<file path="src/rtl/multicore_pkg.sv">
// Shared types and helpers for the multicore memory arbiter and its round-robin selector.
package multicore_pkg;

    typedef enum logic [1:0] {
        IDLE,
        ISSUE,
        WAIT,
        RESP
    } arb_state_t;

    localparam int NUM_CORES_DEF = 4;
    localparam int MEM_LAT_DEF   = 1;

    // Index width for n requesters, never narrower than one bit.
    function automatic int CORE_ID_W(input int n);
        return (n > 1) ? $clog2(n) : 1;
    endfunction

endpackage

</file>
<file path="src/rtl/rr_pick.sv">
// Combinational round-robin selector: grants the first set request after i_ptr,
// wrapping modulo NUM_CORES.
module rr_pick
    import multicore_pkg::*;
#(
    parameter int NUM_CORES = NUM_CORES_DEF,
    parameter int IDX_W     = CORE_ID_W(NUM_CORES)
) (
    input  logic [NUM_CORES-1:0] i_req,
    input  logic [IDX_W-1:0]     i_ptr,
    output logic [NUM_CORES-1:0] o_gnt,
    output logic [IDX_W-1:0]     o_idx,
    output logic                 o_any
);

    logic [IDX_W-1:0] w_cand;

    always_comb begin
        o_gnt  = '0;
        o_idx  = '0;
        o_any  = 1'b0;
        w_cand = '0;
        for (int k = 1; k <= NUM_CORES; k++) begin
            w_cand = IDX_W'((int'(i_ptr) + k) % NUM_CORES);
            if (!o_any && i_req[w_cand]) begin
                o_gnt[w_cand] = 1'b1;
                o_idx         = w_cand;
                o_any         = 1'b1;
            end
        end
    end

endmodule

</file>
<file path="src/rtl/multicore_mem_arbiter.sv">
// Round-robin arbiter sharing one single-ported data memory among NUM_CORES cores.
// Define MULTICORE_ARB_STATS_EN to build the saturating grant/stall statistics counters.
module multicore_mem_arbiter
    import multicore_pkg::*;
#(
    parameter int NUM_CORES = NUM_CORES_DEF,
    parameter int ADDR_W    = 32,
    parameter int DATA_W    = 32,
    parameter int MEM_LAT   = MEM_LAT_DEF
) (
    input  logic                            clk,
    input  logic                            rst,
    input  logic [NUM_CORES-1:0]            req_valid,
    input  logic [NUM_CORES-1:0]            req_we,
    input  logic [NUM_CORES*ADDR_W-1:0]     req_addr,
    input  logic [NUM_CORES*DATA_W-1:0]     req_wdata,
    output logic [NUM_CORES-1:0]            req_ready,
    output logic [NUM_CORES-1:0]            rsp_valid,
    output logic [DATA_W-1:0]               rsp_rdata,
    output logic                            mem_en,
    output logic                            mem_we,
    output logic [ADDR_W-1:0]               mem_addr,
    output logic [DATA_W-1:0]               mem_wdata,
    input  logic [DATA_W-1:0]               mem_rdata,
    output logic [CORE_ID_W(NUM_CORES)-1:0] grant_id,
    output logic [NUM_CORES*32-1:0]         stat_grants,
    output logic [31:0]                     stat_stall
);

    localparam int IDX_W = CORE_ID_W(NUM_CORES);
    localparam int CNT_W = CORE_ID_W(MEM_LAT);

    arb_state_t          r_state, w_state_nx;
    logic [IDX_W-1:0]    r_ptr, r_grant;
    logic                r_we;
    logic [ADDR_W-1:0]   r_addr;
    logic [DATA_W-1:0]   r_wdata, r_rdata;
    logic [CNT_W-1:0]    r_cnt;

    logic [NUM_CORES-1:0] w_gnt;
    logic [IDX_W-1:0]     w_win;
    logic                 w_any, w_hs, w_sel_we;
    logic [ADDR_W-1:0]    w_sel_addr;
    logic [DATA_W-1:0]    w_sel_wdata;

    rr_pick #(
        .NUM_CORES (NUM_CORES),
        .IDX_W     (IDX_W)
    ) u_pick (
        .i_req (req_valid),
        .i_ptr (r_ptr),
        .o_gnt (w_gnt),
        .o_idx (w_win),
        .o_any (w_any)
    );

    // The picker only grants a core whose req_valid is set, so any grant in IDLE is a handshake.
    assign w_hs     = (r_state == IDLE) && w_any;
    assign w_sel_we = |(req_we & w_gnt);

    always_comb begin
        w_sel_addr  = '0;
        w_sel_wdata = '0;
        for (int i = 0; i < NUM_CORES; i++) begin
            if (w_gnt[i]) begin
                w_sel_addr  = req_addr[i*ADDR_W +: ADDR_W];
                w_sel_wdata = req_wdata[i*DATA_W +: DATA_W];
            end
        end
    end

    always_ff @(posedge clk or posedge rst) begin
        if (rst) r_state <= IDLE;
        else     r_state <= w_state_nx;
    end

    always_comb begin
        w_state_nx = r_state;
        unique case (r_state)
            IDLE:    if (w_hs) w_state_nx = ISSUE;
            ISSUE:   w_state_nx = WAIT;
            WAIT:    if (r_cnt == '0) w_state_nx = RESP;
            RESP:    w_state_nx = IDLE;
            default: w_state_nx = IDLE;
        endcase
    end

    always_ff @(posedge clk or posedge rst) begin
        if (rst) begin
            r_ptr   <= IDX_W'(NUM_CORES - 1);
            r_grant <= '0;
            r_we    <= 1'b0;
            r_addr  <= '0;
            r_wdata <= '0;
            r_rdata <= '0;
            r_cnt   <= '0;
        end else begin
            case (r_state)
                IDLE: begin
                    if (w_hs) begin
                        r_grant <= w_win;
                        r_we    <= w_sel_we;
                        r_addr  <= w_sel_addr;
                        r_wdata <= w_sel_wdata;
                    end
                end
                ISSUE: r_cnt <= CNT_W'(MEM_LAT - 1);
                WAIT: begin
                    if (r_cnt == '0) r_rdata <= r_we ? '0 : mem_rdata;
                    else             r_cnt   <= r_cnt - 1'b1;
                end
                RESP:    r_ptr <= r_grant;
                default: ;
            endcase
        end
    end

    assign req_ready = (r_state == IDLE) ? w_gnt : '0;
    assign rsp_valid = (r_state == RESP) ? (NUM_CORES'(1) << r_grant) : '0;
    assign rsp_rdata = r_rdata;
    assign grant_id  = r_grant;

    // Memory bus is held at zero outside the single ISSUE cycle.
    assign mem_en    = (r_state == ISSUE);
    assign mem_we    = mem_en & r_we;
    assign mem_addr  = mem_en ? r_addr : '0;
    assign mem_wdata = mem_en ? r_wdata : '0;

`ifdef MULTICORE_ARB_STATS_EN
    logic [NUM_CORES*32-1:0] r_stat_grants;
    logic [31:0]             r_stat_stall;
    logic                    w_stall;

    assign w_stall = |(req_valid & ~req_ready);

    always_ff @(posedge clk or posedge rst) begin
        if (rst) begin
            r_stat_grants <= '0;
            r_stat_stall  <= '0;
        end else begin
            for (int i = 0; i < NUM_CORES; i++) begin
                if (w_hs && w_gnt[i] && (r_stat_grants[i*32 +: 32] != '1)) begin
                    r_stat_grants[i*32 +: 32] <= r_stat_grants[i*32 +: 32] + 32'd1;
                end
            end
            if (w_stall && (r_stat_stall != '1)) r_stat_stall <= r_stat_stall + 32'd1;
        end
    end

    assign stat_grants = r_stat_grants;
    assign stat_stall  = r_stat_stall;
`else
    assign stat_grants = '0;
    assign stat_stall  = '0;
`endif

endmodule

</file>
<file path="config.mk">
export PLATFORM = sky130hd
export DESIGN_NAME = multicore_mem_arbiter
export DESIGN_NICKNAME = d
export VERILOG_FILES = /design/src/rtl/multicore_pkg.sv /design/src/rtl/rr_pick.sv /design/src/rtl/multicore_mem_arbiter.sv
export SDC_FILE = /design/constraint.sdc
export NUM_CORES = 1
export LEC_CHECK = 0
export ABC_CLOCK_PERIOD_IN_PS = 10500
export BUFFER_PORTS_ARGS = -buffer_cell sky130_fd_sc_hd__buf_2
export CORE_AREA = 8 8 213 215
export DETAILED_ROUTE_END_ITERATION = 12
export DIE_AREA = 0 0 221 223
export SLEW_MARGIN = 20
export SYNTH_ARGS = -nofsm -noshare
export SYNTH_HDL_FRONTEND = slang
export SYNTH_SLANG_ARGS = --single-unit
</file>
<file path="constraint.sdc">
create_clock -name clk -period 10.5 [get_ports clk]
set_input_delay 1.575 -clock clk [delete_from_list [all_inputs] [get_ports clk]]
set_output_delay 1.575 -clock clk [all_outputs]
set_load 0.01 [all_outputs]
</file>
After elaboration in Yosys (flattened, before gate mapping)
Cells that the tools add are included.
{ "classes": {"add_sub_neg": 5, "order_cmp": 8, "n_eq_ne": 5, "n_shift": 1, "mux": 46, "n_bitwise": 6, "n_reduce_logical": 17} }
{ "ops": {"columns": ["op", "n"], "rows": [
  ["32-bit two-way mux", 11],
  ["4-bit two-way mux", 6],
  ["1-bit two-way mux", 13],
  ["2-bit by 3-bit < comparator with 1-bit output (second input constant)", 4],
  ["2-bit two-way mux", 6],
  ["4-bit OR", 3],
  ["1-bit binary-select mux with 2-bit select", 4],
  ["1-bit demux with 2-bit select", 4],
  ["2-bit by 1-bit greater-or-equal comparator with 1-bit output (second input constant)", 4],
  ["1-bit logical AND", 8],
  ["2-bit case mux with 4 select lines", 1],
  ["2-bit AND reduction", 3],
  ["2-bit by 1-bit adder with 2-bit output (second input constant)", 2],
  ["2-bit adder (second input constant)", 2],
  ["4-bit AND", 1],
  ["2-bit == test (second input constant)", 2],
  ["2-bit != test (second input constant)", 2],
  ["4-bit OR reduction", 1],
  ["1-bit by 2-bit << shifter with 4-bit output (first input constant)", 1],
  ["1-bit logical NOT", 3],
  ["2-bit by 1-bit == test with 1-bit output (second input constant)", 1],
  ["2-bit logical NOT", 1],
  ["1-bit case mux with 2 select lines", 1],
  ["2-bit nonzero test", 1],
  ["3 further kinds", 3]
]} }
{ "totals": {"regBits": 104, "input_bits": 298, "out_inout_bits": 268, "elab_cells": 96} }

Depth between registers and ports, before layout
{ "depth": {"ltp_word": 17, "mapped_depth": 13, "depth_no_buf": 8} }

By module
From an unflattened synthesis, not the netlist that was laid out.
{ "hier_totals": {"hier_cells": 870, "area_unflattened_um2": 8131.5} }
{ "modules_own_cells": {"columns": ["module", "n_inst", "cells_each", "area_each_um2", "seq_area_each_um2"], "rows": [
  ["multicore_mem_arbiter", 1, 784, 7502.2, 2580.0],
  ["rr_pick", 1, 86, 629.4, 0.0]
]} }

Worst setup path before layout
Ideal clock, no wire load.
{ "synth_timing": {"kind": "in2out", "startpoint": "input req_valid[2]", "endpoint": "output req_ready[3]", "arrival_ps": 3439, "slack_ps": 5486, "stages": 9, "path_buffers": 4, "cell_sequence": "mux4_1 buf_2 nor4_1 nor2b_1 clkbuf_1 o21ai_1 buf_4 clkbuf_1 inv_1"} }
{ "synth_between": {"elab_chain_len": 13, "word_cells_on_any_way": 25} }
{ "synth_rtl": {"columns": ["element", "line_no", "source"], "rows": [
  ["from (decl)", "multicore_mem_arbiter.sv:13", "input logic [NUM_CORES-1:0] req_valid,"],
  ["1-bit binary-select mux with 2-bit select", "rr_pick.sv:25", "if (!o_any && i_req[w_cand]) begin"],
  ["1-bit two-way mux (implied by the code)", "rr_pick.sv:25", null],
  ["1-bit two-way mux", "rr_pick.sv:25", null],
  ["1-bit logical NOT", "rr_pick.sv:25", null],
  ["1-bit logical AND", "rr_pick.sv:25", null],
  ["1-bit two-way mux", "rr_pick.sv:25", null],
  ["1-bit logical NOT", "rr_pick.sv:25", null],
  ["1-bit logical AND", "rr_pick.sv:25", null],
  ["1-bit two-way mux", "rr_pick.sv:25", null],
  ["1-bit logical NOT", "rr_pick.sv:25", null],
  ["1-bit logical AND", "rr_pick.sv:25", null],
  ["4-bit two-way mux *", "rr_pick.sv:25", null],
  ["4-bit two-way mux *", "multicore_mem_arbiter.sv:118", "assign req_ready = (r_state == IDLE) ? w_gnt : '0;"],
  ["to (decl)", "multicore_mem_arbiter.sv:17", "output logic [NUM_CORES-1:0] req_ready,"]
]} }
Every way passes the cells marked *; elsewhere a longest branch is shown, timed or not. The select of a mux whose other input is x is not followed.

Worst setup path in the final report
Ends and elaborated chain as after synthesis.

==> flow_summary.ini <==
[clock_network]
cts_made_buffers = 9
post-cts-setup-buffer-count = 0
clock_latency_ns = 0.37
ctsHtreeMaxLevel = 3
ctsResizeCount = 0
cts_tree = built
root_buffer = clkbuf_16
cts_hold_buf = 0
clk_pin_slew_ns = 0.07
cts_max_path_buffers = 2
cts.sinks = 103

[timing]
hold_viol = 0
post-route-period-util_pct = 54.8
tns_ns = 0
timing.final.crit_period_ns = 5.76
max_clock_freq_ghz = 0.174
rsz0062_at_grt = false
maxSlewHeadroom_pct = 36.5
fin_skew_ns = 0.00806
drv_slew = 0
worst_slew_pin_slew_ns = 0.951
setup_viol = 0

[grt]
grt_pass1_wl_mm = 46.3
grt_usage_pct = 11.8
grt_pass1_vias = 7979
antenna_found_initial = 1
grt_max_degree = 63
grt_remaining_overflow = 0

[layout]
nFillCells = 4647
fin_nets = 1523
layout_commonest_cell = buf_2
final_util_pct = 23.4
areaGrowthSynthToFinish_pct = 28.1
diodes = 0
drive_gt1_share_pct = 44.2
stdcell_count = 1763
final_cell_mix = buf_2, conb_1, dfrtp_1

[drt]
drcViolationCount = 0
ant_nets = 0
wl_mm = 30.2
firstDrtPassIters = 5
viasPerCell = 4.14
drt_iter0_drc = 471
vias = 7301
wire_per_inst_um = 17.1

[synthesis]
synth_top_area_share_pct = 32.6
syn_inst = 843
synth_area_leaders = dfrtp_1, buf_4, nor3_2
synth_area_um2 = 7740
yosysUniqueCellTypes = 48
async_flop_share_pct = 100
yosysTopAreaCell = dfrtp_1
synth_area_per_cell_um2 = 9.19
ys.flop_type = dfrtp_1
synth_edf_count = 0
yosysSeqAreaShare_pct = 33.3
ys_warn_count = 0
ys_ff_latch = 103

[worst_setup_path]
crit_top_cell = buf_2
startpoint_type = input pin
cpLargestDelayFamily = simple AND/OR/NAND/NOR gates
critPathMaxFanout = 35
path_buf_inv = 4
worstPathArrival_ns = 4.18
cp_cell_sequence = buf_2 -> mux4_1 -> nor4_1 -> nor2b_4 -> o21ai_4 -> buf_4 -> inv_1 -> buf_2
max_stage_delay_ns = 0.69
slowest_stage = mux4_1
path_class = in2out
worstPathRequired_ns = 8.93
setup.worst_path.end_class = output pin

[power_and_ir_drop]
p_leak_uw = 0.00496
power_uw = 2970
power.density_nw_per_um2 = 300
peakVddDrop_mv = 0.137

[die]
die_area_um2 = 49300
core_area_um2 = 42300
core.rowCount = 76
die_h_um = 223
floorplan.initialDensity_pct = 18.3
io_pins = 566
dieWidth_um = 221

[status]
status = finished, final reports clean

[place]
portBuffers = 405
dpl.hpwl_mm = 24.1
place_inst = 1747
routabilityCongestion = 0.823

[min_path]
hold_class = reg2reg

[run]
max-cap-violations = 0
==> final cells by class <==
class,instances,area [um2],share of cell area (%)
repair buffers,418,2120,21.4
well taps,546,683,6.89
flip-flops and latches,103,2580,26.0
inverters,41,156,1.58
clock inverters,4,30.0,0.303
clock buffers,12,256,2.59
multi-input cells,639,4090,41.2
==> cells in the mapped netlist (9+ instances only) <==
cell type and instances:
a21oi_1 9, nand2_1 44, buf_4 164, buf_6 13
clkbuf_1 32, ha_1 13, a221oi_1 34, nor2_1 71
and2_1 68, o22ai_1 64, nor3_2 60, o21ai_0 42
dfrtp_1 101, a221oi_2 30, inv_1 41
==> routing by layer <==
| layer | up-vias | GRT usage, % | wire, um |
|---|---|---|---|
| met5 | - | 0 | 9 |
| met4 | 2 | 4.61 | 728 |
| met3 | 38 | 3.57 | 2320 |
| met2 | 404 | 21.1 | 15500 |
| met1 | 3485 | 12.9 | 11600 |
| li1 | 3372 | - | - |
==> sequential cells by signal, summed over array words and instances, names as in the netlist <==
signal     cells
r_addr        32
rsp_rdata     32
grant_id       2
r_state        2
r_ptr          2
r_wdata       32
r_we           1
==> cell families after synthesis <==
logic type / synth area share, %
simple gates: 20.8
buf+inv: 22.0
compound gates: 20.3
flops: 33.3
fa+ha+maj: 2.10
mux: 1.41
other cells: 0.0484
==> where the power goes <==
group,total (uW),switching [uW],internal (uW)
registers,736,121,615
clock network,341,166,175
logic,1890,1190,700
==> path summary, 6_finish.rpt <==
kind,from,end,slack [ns],cells after the start
worst max-delay path,req_valid[2],req_ready[3],4.74,8
worst min-delay path,rsp_rdata[16],rsp_rdata[16],0.52,2
worst max register to register,r_ptr[0],r_wdata[13],6.03,9
worst min register to register,rsp_rdata[16],rsp_rdata[16],0.52,2
max in group asynchronous,rst,rsp_rdata[29],7.89,3
min in group asynchronous,rst,rsp_rdata[8],1.26,2
==> worst min-delay path: stages (launching register included) <==
cell     delay (ns)
dfrtp_1        0.37
inv_1          0.05
o21ai_0        0.06
==> stage by stage <==
step           setup WS, ns  hold WS, ns  cell area (um2)
3_5_place_dp           4.76        0.514             9630
3_3_place_gp           4.71        0.506             9630
5_1_grt                4.54        0.547             9920
2_1_floorplan          5.49        0.509             8340
6_report               4.74        0.518             9920
4_1_cts                4.75        0.526             9920
Power figures use the tool's default switching activity.
